[src/rtl/hazard_unit_mc.sv]
// Hazard unit for a five-stage pipeline with a multi-cycle data memory: operand
// bypass selection, load-use / redirect / memory-wait stall and flush control, perf counters.
module hazard_unit_mc #(
   parameter int unsigned REG_AW  = 5,
   parameter int unsigned MEM_LAT = 2,
   parameter int unsigned CNT_W   = 16
) (
   input  logic              clk,
   input  logic              reset,
   input  logic [REG_AW-1:0] Rs1D,
   input  logic [REG_AW-1:0] Rs2D,
   input  logic [REG_AW-1:0] Rs1E,
   input  logic [REG_AW-1:0] Rs2E,
   input  logic [REG_AW-1:0] RdE,
   input  logic [REG_AW-1:0] RdM,
   input  logic [REG_AW-1:0] RdW,
   input  logic              RegWriteM,
   input  logic              RegWriteW,
   input  logic [1:0]        ResultSrcE,
   input  logic              PCSrcE,
   input  logic              MemAccessM,
   input  logic              perf_clr,
   output logic [1:0]        ForwardAE,
   output logic [1:0]        ForwardBE,
   output logic              StallF,
   output logic              StallD,
   output logic              StallE,
   output logic              StallM,
   output logic              FlushD,
   output logic              FlushE,
   output logic              FlushW,
   output logic [CNT_W-1:0]  stall_cnt,
   output logic [CNT_W-1:0]  flush_cnt
);

   typedef enum logic [1:0] {IDLE, WAIT, RELEASE} state_t;

   localparam logic [3:0] LAT_M1 = (MEM_LAT > 0) ? 4'(MEM_LAT - 1) : 4'd0;

   state_t           state_q, state_d;
   logic [3:0]       wcnt_q, wcnt_d;
   logic             mem_stall;
   logic             lw_stall;
   logic [1:0]       fwd_a, fwd_b;
   logic             stall_f, stall_d, stall_e, stall_m;
   logic             flush_d, flush_e, flush_w;
   logic [CNT_W-1:0] stall_cnt_q, flush_cnt_q;

   // Memory stage wins the bypass over Writeback because it holds the younger result.
   always_comb begin
      fwd_a = 2'b00;
      fwd_b = 2'b00;
      if (RegWriteM && (RdM != '0) && (RdM == Rs1E))      fwd_a = 2'b10;
      else if (RegWriteW && (RdW != '0) && (RdW == Rs1E)) fwd_a = 2'b01;
      if (RegWriteM && (RdM != '0) && (RdM == Rs2E))      fwd_b = 2'b10;
      else if (RegWriteW && (RdW != '0) && (RdW == Rs2E)) fwd_b = 2'b01;
   end

   assign lw_stall = (ResultSrcE == 2'b01) && (RdE != '0) &&
                     ((RdE == Rs1D) || (RdE == Rs2D));

   // NOTE: every variable gets a default before the case so no path leaves it unassigned (no latch).
   always_comb begin
      state_d   = state_q;
      wcnt_d    = wcnt_q;
      mem_stall = 1'b0;
      case (state_q)
         IDLE: begin
            if (MemAccessM && (MEM_LAT != 0)) begin
               mem_stall = 1'b1;
               wcnt_d    = LAT_M1;
               state_d   = (MEM_LAT == 1) ? RELEASE : WAIT;
            end
         end
         WAIT: begin
            mem_stall = 1'b1;
            wcnt_d    = wcnt_q - 4'd1;
            if (wcnt_q == 4'd1) state_d = RELEASE;
         end
         RELEASE: state_d = IDLE;
         default: state_d = IDLE;
      endcase
   end

   // NOTE: sequential state uses non-blocking assignments so all registers update from pre-edge values.
   always_ff @(posedge clk or posedge reset) begin
      if (reset) begin
         state_q <= IDLE;
         wcnt_q  <= 4'd0;
      end else begin
         state_q <= state_d;
         wcnt_q  <= wcnt_d;
      end
   end

   // A frozen Execute keeps PCSrcE alive, so the redirect lands once the memory wait ends.
   always_comb begin
      stall_f = 1'b0;
      stall_d = 1'b0;
      stall_e = 1'b0;
      stall_m = 1'b0;
      flush_d = 1'b0;
      flush_e = 1'b0;
      flush_w = 1'b0;
      if (mem_stall) begin
         stall_f = 1'b1;
         stall_d = 1'b1;
         stall_e = 1'b1;
         stall_m = 1'b1;
         flush_w = 1'b1;
      end else if (PCSrcE) begin
         flush_d = 1'b1;
         flush_e = 1'b1;
      end else if (lw_stall) begin
         stall_f = 1'b1;
         stall_d = 1'b1;
         flush_e = 1'b1;
      end
   end

   always_ff @(posedge clk or posedge reset) begin
      if (reset) begin
         stall_cnt_q <= '0;
         flush_cnt_q <= '0;
      end else if (perf_clr) begin
         stall_cnt_q <= '0;
         flush_cnt_q <= '0;
      end else begin
         if (stall_f && (stall_cnt_q != '1)) stall_cnt_q <= stall_cnt_q + CNT_W'(1);
         if (flush_e && (flush_cnt_q != '1)) flush_cnt_q <= flush_cnt_q + CNT_W'(1);
      end
   end

   // Reset forces every control output quiet regardless of the pipeline inputs.
   assign ForwardAE = reset ? 2'b00 : fwd_a;
   assign ForwardBE = reset ? 2'b00 : fwd_b;
   assign StallF    = stall_f & ~reset;
   assign StallD    = stall_d & ~reset;
   assign StallE    = stall_e & ~reset;
   assign StallM    = stall_m & ~reset;
   assign FlushD    = flush_d & ~reset;
   assign FlushE    = flush_e & ~reset;
   assign FlushW    = flush_w & ~reset;
   assign stall_cnt = stall_cnt_q;
   assign flush_cnt = flush_cnt_q;

endmodule

[config.mk]
export PLATFORM = sky130hd
export DESIGN_NAME = hazard_unit_mc
export DESIGN_NICKNAME = d
export VERILOG_FILES = /design/src/rtl/hazard_unit_mc.sv
export SDC_FILE = /design/constraint.sdc
export NUM_CORES = 1
export LEC_CHECK = 0
export CAP_MARGIN = 30
export CORE_MARGIN = 2
export CORE_UTILIZATION = 45
export DETAILED_ROUTE_END_ITERATION = 12
export PLACE_DENSITY = 0.84
export SLEW_MARGIN = 20
export SYNTH_ARGS = -nofsm -noshare
export SYNTH_HDL_FRONTEND = slang
export SYNTH_SLANG_ARGS = --single-unit
[constraint.sdc]
create_clock -name clk -period 3.38 [get_ports clk]
set_input_delay 0.507 -clock clk [delete_from_list [all_inputs] [get_ports clk]]
set_output_delay 0.507 -clock clk [all_outputs]
set_load 0.02 [all_outputs]
==> impl_metrics.json <==
{
  "clockRootBuffer": "clkbuf_8",
  "synth_xor_area_share_pct": 12.51,
  "crit_chain": "clkdlybuf4s50_1 > or4_1 > o21ai_0 > buf_4 > nor3_1 > nor4_1 > clkdlybuf4s50_1",
  "synth_top_family_by_area": "simple AND/OR/NAND/NOR gates",
  "core_um2": 5540,
  "min_period_over_period_pct": 96.58,
  "holdBufCountCts": 0,
  "p_sw_share_pct": 36.74,
  "rsz0062_at_grt": "false",
  "critPathMostFrequentCell": "clkdlybuf4s50_1",
  "synth_seq_cells": 38,
  "vdd_drop_max_mv": 0.2602,
  "period_needed_ns": 3.264,
  "place.gp.congestion": 0.8607,
  "synth_cell_types": 46,
  "firstDrtPassIters": 4,
  "vias": 2422,
  "n_antenna_cell": 0,
  "cts.sinks": 38,
  "outcome": "complete, no violations",
  "slowest_delay_ns": 0.66,
  "critPathTopFamily": "buffers and inverters",
  "worstSetupPathType": "in2out",
  "die_width_um": 79.87,
  "synthSimpleGateAreaFrac_pct": 28.55,
  "synth_top_area_share_pct": 36.71,
  "synthToLayoutAreaGrowth_pct": 39.90,
  "drtIter0Drc": 99,
  "synthMuxAreaShare_pct": 4.783,
  "grt_max_degree": 39,
  "grt_pass1_vias": 2460,
  "ys_seq_area_share_pct": 36.71,
  "clk_pin_slew_ns": 0.07,
  "fin_util_pct": 65.40,
  "slowest_stage": "clkdlybuf4s50_1",
  "cts-buffers-inserted": 5,
  "cts.repair.resized": 0,
  "syn_area_um2": 2590,
  "drc": 0,
  "fin_setup_tns_ns": 0,
  "p_leak_nw": 1.428,
  "cp.required_ns": 2.87,
  "fill_cells": 459,
  "synthCells": 283,
  "drv_slew": 0,
  "globalRouteOverflowTotal": 0,
  "avgSynthCellArea_um2": 9.152,
  "drive_gt1_share_pct": 7.754,
  "dp_hpwl_um": 4948,
  "p_int_mw": 0.9195,
  "fp.dieH_um": 79.87,
  "htree_levels": 2,
  "antenna_found_initial": 0,
  "worst-path-stages": 7,
  "initial_core_util_pct": 46.75,
  "slew_headroom_pct": 49.85,
  "max_cap_viol_count": 0,
  "grt_usage_pct": 21.24,
  "layout.cells.non_filler": 446,
  "dp_cells": 438,
  "fin_skew_ns": 0.008406,
  "finalSetupViolCount": 0,
  "postCtsSetupBuffers": 0,
  "r2r_cells": 7,
  "worst_pin_slew_ns": 0.7499,
  "synth_compound_area_share_pct": 11.30,
  "p_per_area_nw_per_um2": 401.1,
  "ys_warn_count": 0,
  "cp.buffers_inverters": 3,
  "synth_ff_type": "dfrtp_1",
  "cts_tree": "built",
  "holdCritPathClass": "reg2reg",
  "synth_nets": 331,
  "synth_edf_count": 0,
  "nNetsFinal": 421,
  "startpoint_type": "input port",
  "power_mw": 1.453,
  "antenna_left": 0,
  "grt_pass1_wl_um": 10770,
  "dieArea_um2": 6378,
  "clock_latency_ns": 0.30,
  "synthTopCellsByArea": "dfrtp_1 (37%), xor2_1 (7.1%), xnor2_1 (5.4%)",
  "totalWireLength_um": 6513,
  "crit_fanout": 4,
  "synth_top_cell_by_area": "dfrtp_1",
  "clock_power_share_pct": 22.4,
  "synthArstFlopShare_pct": 100.0,
  "io_pins": 87,
  "synthTopCellsByCount": "dfrtp_1 (38), nor2_1 (33), xor2_1 (21)",
  "synth_most_common_cell": "dfrtp_1",
  "via_per_inst": 5.430,
  "cts.path.max_buffers": 2,
  "crit_path_end_kind": "output pin",
  "fin_area_um2": 3623,
  "wire_per_inst_um": 14.60,
  "power_frac_comb_pct": 38.8,
  "pwr-share-seq_pct": 38.8,
  "io_buffers": 86,
  "arrival_ns": 2.76,
  "synthAdderAreaFrac_pct": 1.932,
  "max_clock_freq_mhz": 306.3,
  "netSwitchingPower_mw": 0.5339,
  "finalHoldViolCount": 0,
  "place_area_um2": 3530,
  "rows": 27,
  "holdPathStages": 1
}
==> cell type report <==
type	instances	area, um2	share of cell area (%)
flip-flops and latches	38	950.9	26.24
repair buffers	94	923.4	25.48
well taps	72	90.09	2.486
inverters	10	37.54	1.036
clock inverters	1	5.005	0.1381
multi-input cells	224	1530	42.23
clock buffers	7	86.33	2.383
==> worst paths after layout <==
kind | startpoint | slack, ns | to
hold reg to reg | wcnt_q[0]$_DFFE_PP0P_ | 0.57 | wcnt_q[0]$_DFFE_PP0P_
hold / removal | wcnt_q[0]$_DFFE_PP0P_ | 0.57 | wcnt_q[0]$_DFFE_PP0P_
setup / recovery | RdM[1] | 0.12 | ForwardAE[0]
min in group asynchronous | reset | 0.71 | flush_cnt[2]$_DFFE_PP0P_
max in group asynchronous | reset | 2.34 | stall_cnt[5]$_DFFE_PP0P_
setup reg to reg | flush_cnt[0]$_DFFE_PP0P_ | 1.02 | flush_cnt[14]$_DFFE_PP0P_
==> worst reg2reg max path, cell delays in order, from the launching register on <==
cell,delay (ns)
dfrtp_1,0.46
ha_1,0.20
inv_1,0.08
nor3_1,0.48
a32o_2,0.44
nor3_4,0.12
nand4_1,0.14
mux2_1,0.33
==> power by group through the flow <==
stage / clock network, mW / logic [mW] / registers [mW]
3_5_place_dp: 0 / 0.565 / 0.571
3_3_place_gp: 0 / 0.546 / 0.568
5_1_grt: 0.349 / 0.617 / 0.573
4_1_cts: 0.331 / 0.566 / 0.562
6_report: 0.326 / 0.564 / 0.564
2_1_floorplan: 0 / 0.390 / 0.577
==> flip-flops by register name (all words and copies together) (netlist names) <==
name / cells
wcnt_q: 4
stall_cnt: 16
flush_cnt: 16
state_q: 2
==> kinds of logic after synthesis <==
kind of cell	after synthesis
simple gates	127
buf+inv	21
xor+xnor	37
compound gates	45
mux	11
fa+ha+maj	4
flops	38
==> placed cells by master, fill, tap and decap left out, types with 2 or more instances in the layout <==
master,Yosys,routed
clkdlybuf4s50_1,0,85
dfrtp_1,38,38
nor2_1,33,33
xor2_1,21,21
xnor2_1,16,16
nand3_1,15,15
a21oi_1,15,15
or3_1,12,12
nand2_1,11,11
inv_1,10,10
o21ai_1,10,10
nor2b_1,9,9
or4_1,9,9
nand4_1,8,8
nor4_1,8,8
buf_4,4,8
mux2_1,7,7
clkbuf_8,0,6
nor3_1,5,5
o31ai_1,4,4
o21ai_0,4,4
ha_1,4,4
mux2i_1,3,3
and3_1,3,3
nand2b_1,3,3
nor3_4,2,2
nor4_4,2,2
a22o_1,2,2
==> metrics by stage <==
| step | worst slack (ns) | hold slack [ns] |
|---|---|---|
| after floorplan | 0.1764 | 0.5017 |
| after global placement | 0.1301 | 0.5399 |
| after detailed placement | 0.1166 | 0.5510 |
| after CTS | 0.09778 | 0.5692 |
| after global routing | 0.004049 | 0.5885 |
| final | 0.1156 | 0.5688 |
==> layer usage <==
layer / wire length, um / track usage [%] / vias to the layer above
li1: - / - / 1200
met1: 2745 / 23.55 / 1140
met2: 3226 / 40.00 / 73
met3: 450 / 4.751 / 9
met4: 91 / 6.610 / 0
met5: 0 / 0 / -
No activity file was read; power rests on OpenSTA's default activity.
